===== src/rtl/sprite_compositor.sv =====
// Sprite compositor: tests each pixel against up to eight circle/square objects
// latched at frame start, resolves overlaps by index priority, 3-stage pipeline.
module sprite_compositor #(
    parameter int N_OBJ     = 4,
    parameter int COORD_W   = 10,
    parameter int BLINK_BIT = 4
) (
    input  logic                          Clk,
    input  logic                          Reset,
    input  logic                          frame_start,
    input  logic                          pix_valid,
    input  logic [COORD_W-1:0]            DrawX,
    input  logic [COORD_W-1:0]            DrawY,
    input  logic [N_OBJ-1:0][COORD_W-1:0] ObjX,
    input  logic [N_OBJ-1:0][COORD_W-1:0] ObjY,
    input  logic [N_OBJ-1:0][COORD_W-1:0] ObjSize,
    input  logic [N_OBJ-1:0][23:0]        ObjColor,
    input  logic [N_OBJ-1:0]              ObjEn,
    input  logic [N_OBJ-1:0]              ObjShape,
    input  logic [N_OBJ-1:0]              ObjBlink,
    output logic [7:0]                    Red,
    output logic [7:0]                    Green,
    output logic [7:0]                    Blue,
    output logic                          rgb_valid,
    output logic                          hit,
    output logic [2:0]                    hit_idx
);

    localparam int D_W  = COORD_W + 1;
    localparam int SQ_W = 2 * COORD_W + 3;

    logic [N_OBJ-1:0][COORD_W-1:0] r_shX, r_shY, r_shSize;
    logic [N_OBJ-1:0][23:0]        r_shColor;
    logic [N_OBJ-1:0]              r_shEn, r_shShape, r_shBlink;
    logic [7:0]                    r_frameCnt;

    always_ff @(posedge Clk or posedge Reset) begin
        if (Reset) begin
            r_shX      <= '0;
            r_shY      <= '0;
            r_shSize   <= '0;
            r_shColor  <= '0;
            r_shEn     <= '0;
            r_shShape  <= '0;
            r_shBlink  <= '0;
            r_frameCnt <= '0;
        end else if (frame_start) begin
            r_shX      <= ObjX;
            r_shY      <= ObjY;
            r_shSize   <= ObjSize;
            r_shColor  <= ObjColor;
            r_shEn     <= ObjEn;
            r_shShape  <= ObjShape;
            r_shBlink  <= ObjBlink;
            r_frameCnt <= r_frameCnt + 8'd1;
        end
    end

    // Stage 1: per-object attributes travel with the pixel so a later reload cannot tear it.
    logic signed [COORD_W:0] w_dx [N_OBJ];
    logic signed [COORD_W:0] w_dy [N_OBJ];
    logic [N_OBJ-1:0]        w_vis;
    logic [7:0]              w_bgRed;

    always_comb begin
        w_vis   = '0;
        w_bgRed = 8'h4F - 8'(DrawX >> 3);
        for (int i = 0; i < N_OBJ; i++) begin
            w_dx[i]  = $signed({1'b0, DrawX}) - $signed({1'b0, r_shX[i]});
            w_dy[i]  = $signed({1'b0, DrawY}) - $signed({1'b0, r_shY[i]});
            w_vis[i] = r_shEn[i] & (~r_shBlink[i] | ~r_frameCnt[BLINK_BIT]);
        end
    end

    logic                          r1_valid;
    logic signed [COORD_W:0]       r1_dx [N_OBJ];
    logic signed [COORD_W:0]       r1_dy [N_OBJ];
    logic [N_OBJ-1:0]              r1_vis, r1_shape;
    logic [N_OBJ-1:0][COORD_W-1:0] r1_size;
    logic [N_OBJ-1:0][23:0]        r1_color;
    logic [7:0]                    r1_bgRed;

    always_ff @(posedge Clk or posedge Reset) begin
        if (Reset) begin
            r1_valid <= 1'b0;
            r1_vis   <= '0;
            r1_shape <= '0;
            r1_size  <= '0;
            r1_color <= '0;
            r1_bgRed <= '0;
            for (int i = 0; i < N_OBJ; i++) begin
                r1_dx[i] <= '0;
                r1_dy[i] <= '0;
            end
        end else begin
            r1_valid <= pix_valid;
            r1_vis   <= w_vis;
            r1_shape <= r_shShape;
            r1_size  <= r_shSize;
            r1_color <= r_shColor;
            r1_bgRed <= w_bgRed;
            for (int i = 0; i < N_OBJ; i++) begin
                r1_dx[i] <= w_dx[i];
                r1_dy[i] <= w_dy[i];
            end
        end
    end

    logic [D_W-1:0]  w_absDx  [N_OBJ];
    logic [D_W-1:0]  w_absDy  [N_OBJ];
    logic [SQ_W-1:0] w_sumSq  [N_OBJ];
    logic [SQ_W-1:0] w_sizeSq [N_OBJ];

    always_comb begin
        for (int i = 0; i < N_OBJ; i++) begin
            w_absDx[i]  = r1_dx[i][COORD_W] ? $unsigned(-r1_dx[i]) : $unsigned(r1_dx[i]);
            w_absDy[i]  = r1_dy[i][COORD_W] ? $unsigned(-r1_dy[i]) : $unsigned(r1_dy[i]);
            w_sumSq[i]  = SQ_W'(w_absDx[i]) * SQ_W'(w_absDx[i])
                        + SQ_W'(w_absDy[i]) * SQ_W'(w_absDy[i]);
            w_sizeSq[i] = SQ_W'(r1_size[i]) * SQ_W'(r1_size[i]);
        end
    end

    logic                          r2_valid;
    logic [D_W-1:0]                r2_absDx  [N_OBJ];
    logic [D_W-1:0]                r2_absDy  [N_OBJ];
    logic [SQ_W-1:0]               r2_sumSq  [N_OBJ];
    logic [SQ_W-1:0]               r2_sizeSq [N_OBJ];
    logic [N_OBJ-1:0]              r2_vis, r2_shape;
    logic [N_OBJ-1:0][COORD_W-1:0] r2_size;
    logic [N_OBJ-1:0][23:0]        r2_color;
    logic [7:0]                    r2_bgRed;

    always_ff @(posedge Clk or posedge Reset) begin
        if (Reset) begin
            r2_valid <= 1'b0;
            r2_vis   <= '0;
            r2_shape <= '0;
            r2_size  <= '0;
            r2_color <= '0;
            r2_bgRed <= '0;
            for (int i = 0; i < N_OBJ; i++) begin
                r2_absDx[i]  <= '0;
                r2_absDy[i]  <= '0;
                r2_sumSq[i]  <= '0;
                r2_sizeSq[i] <= '0;
            end
        end else begin
            r2_valid <= r1_valid;
            r2_vis   <= r1_vis;
            r2_shape <= r1_shape;
            r2_size  <= r1_size;
            r2_color <= r1_color;
            r2_bgRed <= r1_bgRed;
            for (int i = 0; i < N_OBJ; i++) begin
                r2_absDx[i]  <= w_absDx[i];
                r2_absDy[i]  <= w_absDy[i];
                r2_sumSq[i]  <= w_sumSq[i];
                r2_sizeSq[i] <= w_sizeSq[i];
            end
        end
    end

    // Scanning from the highest index down lets the lowest covering index win.
    logic [N_OBJ-1:0] w_cover;
    logic             w_hit;
    logic [2:0]       w_idx;
    logic [23:0]      w_rgb;

    always_comb begin
        w_cover = '0;
        w_hit   = 1'b0;
        w_idx   = 3'd0;
        w_rgb   = {r2_bgRed, 8'h00, 8'h44};
        for (int i = N_OBJ - 1; i >= 0; i--) begin
            if (r2_shape[i])
                w_cover[i] = r2_vis[i] && (r2_absDx[i] <= {1'b0, r2_size[i]})
                                       && (r2_absDy[i] <= {1'b0, r2_size[i]});
            else
                w_cover[i] = r2_vis[i] && (r2_sumSq[i] <= r2_sizeSq[i]);
            if (w_cover[i]) begin
                w_hit = 1'b1;
                w_idx = 3'(i);
                w_rgb = r2_color[i];
            end
        end
    end

    always_ff @(posedge Clk or posedge Reset) begin
        if (Reset) begin
            rgb_valid <= 1'b0;
            Red       <= '0;
            Green     <= '0;
            Blue      <= '0;
            hit       <= 1'b0;
            hit_idx   <= '0;
        end else begin
            rgb_valid <= r2_valid;
            if (r2_valid) begin
                {Red, Green, Blue} <= w_rgb;
                hit     <= w_hit;
                hit_idx <= w_idx;
            end
        end
    end

endmodule


===== config.mk =====
export PLATFORM = sky130hd
export DESIGN_NAME = sprite_compositor
export DESIGN_NICKNAME = d
export VERILOG_FILES = /design/src/rtl/sprite_compositor.sv
export SDC_FILE = /design/constraint.sdc
export NUM_CORES = 2
export LEC_CHECK = 0
export ABC_AREA = 1
export CELL_PAD_IN_SITES_DETAIL_PLACEMENT = 0
export CELL_PAD_IN_SITES_GLOBAL_PLACEMENT = 1
export CORE_MARGIN = 10
export CORE_UTILIZATION = 49
export CTS_CLUSTER_SIZE = 10
export DETAILED_ROUTE_END_ITERATION = 7
export GPL_ROUTABILITY_DRIVEN = 0
export PLACE_DENSITY_LB_ADDON = 0.1
export SLEW_MARGIN = 0
export SYNTH_ARGS = -nofsm -noshare
export SYNTH_HDL_FRONTEND = slang
export SYNTH_SLANG_ARGS = --single-unit

===== constraint.sdc =====
create_clock -name Clk -period 41.9 [get_ports Clk]
set_input_delay 6.285 -clock Clk [delete_from_list [all_inputs] [get_ports Clk]]
set_output_delay 6.285 -clock Clk [all_outputs]
set_load 0.01 [all_outputs]

---- Word-level counts from Yosys, hierarchy flattened ----
Index checks and enable logic that the tools add are counted.
storage, ports and cells
  output and inout bits ................... 29
  register bits ........................... 919
  bits of input ports ..................... 252
  logic and storage cells ................. 169
operators by class
  mux-type cells .......................... 24
  $mul .................................... 12
  bitwise logic cells ..................... 13
  order comparisons ....................... 12
  $add $sub $neg .......................... 22
  reductions and logical operators ........ 12
operators by type and width
  kind                                                               count
  11-bit by 11-bit multiplier with 22-bit output                     8
  24-bit 2-to-1 mux                                                  4
  22-bit by 22-bit adder with 23-bit output                          4
  23-bit by 20-bit <= comparator with 1-bit output                   4
  11-bit by 10-bit <= comparator with 1-bit output                   8
  11-bit 2-to-1 mux                                                  8
  11-bit negation                                                    8
  10-bit by 10-bit subtractor with 11-bit output                     8
  10-bit by 10-bit multiplier with 20-bit output                     4
  1-bit logical AND                                                  12
  3-bit 2-to-1 mux                                                   3
  8-bit by 1-bit adder with 8-bit output, second input constant      1
  1-bit 2-to-1 mux                                                   8
  7-bit by 7-bit subtractor with 8-bit output, first input constant  1
  1-bit NOT                                                          5
  1-bit AND                                                          4
  1-bit OR                                                           4
  2-bit 2-to-1 mux                                                   1

---- Depth between registers and ports, before layout ----
  depth in word-level cells ............... 8
  depth in mapped cells ................... 40
  depth with buffers taken out ............ 39

---- Least setup slack after synthesis ----
OpenSTA, ideal clock, no wires.
  path kind ............................... input to register
  start point ............................. in DrawY[0]
  end point ............................... reg r1_dy[10] (netlist name)
  path slack .............................. 33.914 ns
  arrival time ............................ 7.865 ns
  required time ........................... 41.779 ns
  stages on the path ...................... 10
  cells stage by stage .................... inv_1 ha_1 fa_1 o21bai_1 a21oi_1 o21ai_0 a21oi_1 o21bai_1 a21o_1 a21oi_1
RTL lines
  what                             line  text
  from (decl)                      13    input logic [COORD_W-1:0] DrawY,
  to (signal, indexed assignment)  104   r1_dy[i] <= w_dy[i];
  to (decl)                        77    logic signed [COORD_W:0] r1_dy [N_OBJ];

==> impl_metrics.ini <==
[drt]
drc = 0
drt_wl_total_mm = 179
vias_per_cell = 4.86
first_iter_violations = 2904
dr.pass1.iters = 5
routedWlPerCell_um = 17.5
ant_nets = 0
vias = 49788

[synth]
synth_edf_count = 0
synth_top_area_share_pct = 30.8
synth_top_cell_by_area = dfrtp_1
ys.flop_type = dfrtp_1
synth.most_common_cell = inv_1
ys_async_sr_fraction_pct = 100
yosysSeqAreaShare_pct = 30.8
netlist_area_um2 = 73800
synth_area_leaders = dfrtp_1, fa_1, ha_1, inv_1, nand2_1
avgSynthCellArea_um2 = 9.42
syn_inst = 7828
synth_commonest_cells = inv_1, nand2_1, dfrtp_1, fa_1, ha_1
synth-seq-cells = 907
ys_warn_count = 0
synth.distinct_cells = 53

[placement]
io_buffers = 279
hpwl_mm = 147

[critical_path]
worst_setup_path_start_kind = input port
crit_slowest_cell = buf_4
path_class = input port to asynchronous set/reset pin
max_stage_delay_ns = 0.87
path_buf_inv = 6
crit_chain = clkdlybuf4s50_1, inv_8, buf_4, buf_12, buf_4, buf_4
crit_arrival_ns = 10.60
crit_path_frequent_cell = buf_4
critPathTopFamily = buffers and inverters
end_kind = asynchronous set/reset pin
cp.required_ns = 42.60
crit_fanout = 163

[floorplan]
core_um2 = 150000
die_x_um = 408
boundaryPins = 281
initial_utilization_pct = 49.2
die_area_um2 = 166000
rows = 142
die_y_um = 408

[grt]
gr-total-overflow = 0
grt_pass1_wl_mm = 290
track_usage_pct = 22.0
grt_pass1_vias = 52845
grt_antenna_before_repair = 16
grt_max_degree = 164

[timing]
rsz0062_at_grt = no
hold_violations = 0
worst_clock_skew_ns = 0.0571
post-route-period-util_pct = 23.6
slew_viol_final = 0
fin_crit_ns = 9.90
setup_viol = 0
tns_ns = 0
fmax_mhz = 101
worstMarginPinSlew_ns = 1.20
slew_headroom_pct = 19.4

[clocking]
clock_latency_ns = 0.72
cts-buffers-inserted = 107
clockBufferDepth = 3
cts.sinks = 907
cts_hold_buf = 0
tritoncts = done
postCtsSetupBuffers = 0
post_cts_resized = 0
root_buffer = clkbuf_16
path_clk_slew_ns = 0.05
htreeDepth = 3

[finish]
area_delta_synth_final_pct = 11.4
fin_nets = 10090
fin_util_pct = 54.9
layout-drive-gt1-share_pct = 4.47

[run_status]
status = completed

[flow_run]
max_cap_violations = 0

[hold_path]
hold_path.class = flop to flop
-- stage by stage --
| stage | std cells | area [µm²] | hold slack (ns) | setup slack (ns) |
|---|---|---|---|---|
| after floorplan | 7883 | 74000 | 0.331 | 10.12 |
| after detailed placement | 10093 | 79000 | 0.335 | 30.97 |
| after CTS | 10233 | 82200 | 0.313 | 31.74 |
| after global placement | 10093 | 79000 | 0.331 | 31.05 |
| final | 10238 | 82200 | 0.319 | 32.00 |
| after global routing | 10236 | 82200 | 0.326 | 31.26 |
-- worst register-to-register path, delay by kind of cell (launching register included) --
kind / cells / cell delay, ns
AO/OA/AOI/OAI: 4 / 0.81
adder cells (fa/ha/maj): 9 / 4.00
XOR/XNOR: 1 / 0.15
flip-flops: 1 / 0.52
AND/OR/NAND/NOR: 6 / 1.78
buffers and inverters: 8 / 1.28
-- per-layer routing --
metal  up-vias  global-route usage (%)  part of all wire (%)
met1     24547                    31.0                    47
met3       218                    4.22                   5.3
li1      24151                       -                     -
met4        10                    4.54                   2.0
met5         -                       0                 0.031
met2       862                    35.3                    46
-- final timing paths --
| check | depth (start not counted) | start | slack [ns] | end |
|---|---|---|---|---|
| setup reg to reg | 28 | r1_dx[22] | 33.22 | r2_sumSq[66] |
| min in group asynchronous | 2 | Reset | 6.07 | r_shX[16] |
| hold / removal | 0 | r1_bgRed[3] | 0.32 | r2_bgRed[3] |
| max in group Clk | 28 | r1_dx[22] | 33.22 | r2_sumSq[66] |
| hold reg to reg | 0 | r1_bgRed[3] | 0.32 | r2_bgRed[3] |
| setup / recovery | 6 | Reset | 32.00 | r2_sizeSq[25] |
-- layout make-up --
type / instances / area (µm²)
fillers: 13679 / 67600
diodes: 5 / 12.5
inverters: 2044 / 7680
multi-input cells: 4818 / 43100
flip-flops and latches: 907 / 22700
clock buffers: 123 / 2810
repair buffers: 308 / 3040
well taps: 2016 / 2520
clock inverters: 17 / 309
-- cell families after synthesis --
kind of cell             share of synthesized area (%)
multiplexers                                      2.34
adder cells (fa/ha/maj)                           36.7
other                                           0.0102
AND/OR/NAND/NOR                                   11.2
XOR/XNOR                                          3.22
AO/OA/AOI/OAI                                     4.75
flip-flops                                        30.8
buffers and inverters                             11.1
-- layout by cell type (no fill, tap or decap), types with 6 or more instances in the layout --
cell / instances
o21ai_0: 242
o2111ai_1: 8
nand3b_1: 9
buf_4: 27
o31ai_1: 16
mux2_2: 153
nor4_1: 15
nand2_1: 1300
o211ai_1: 8
xnor2_1: 93
clkdlybuf4s50_1: 278
a21boi_0: 6
or2_2: 39
nand4_1: 44
ha_1: 802
nor2_1: 463
nor3_1: 45
a21o_1: 32
dfrtp_1: 907
fa_1: 850
inv_1: 2037
nand3_1: 105
a31oi_1: 17
a21oi_1: 271
a211oi_1: 8
o21ai_1: 9
o21bai_1: 14
clkbuf_16: 109
conb_1: 57
clkbuf_1: 11
xor2_1: 176
-- sequential cells by signal, summed over array words and instances, names as in the netlist, 44 cells and up --
register	count
r2_absDy	44
r2_sumSq	92
r2_sizeSq	72
r2_absDx	44
r1_dy	44
r1_dx	44
r2_color	96
r1_color	96
r_shColor	96
Power is not shown: default switching activity piles up to over one toggle a cycle in this logic, so the estimate is an artifact.
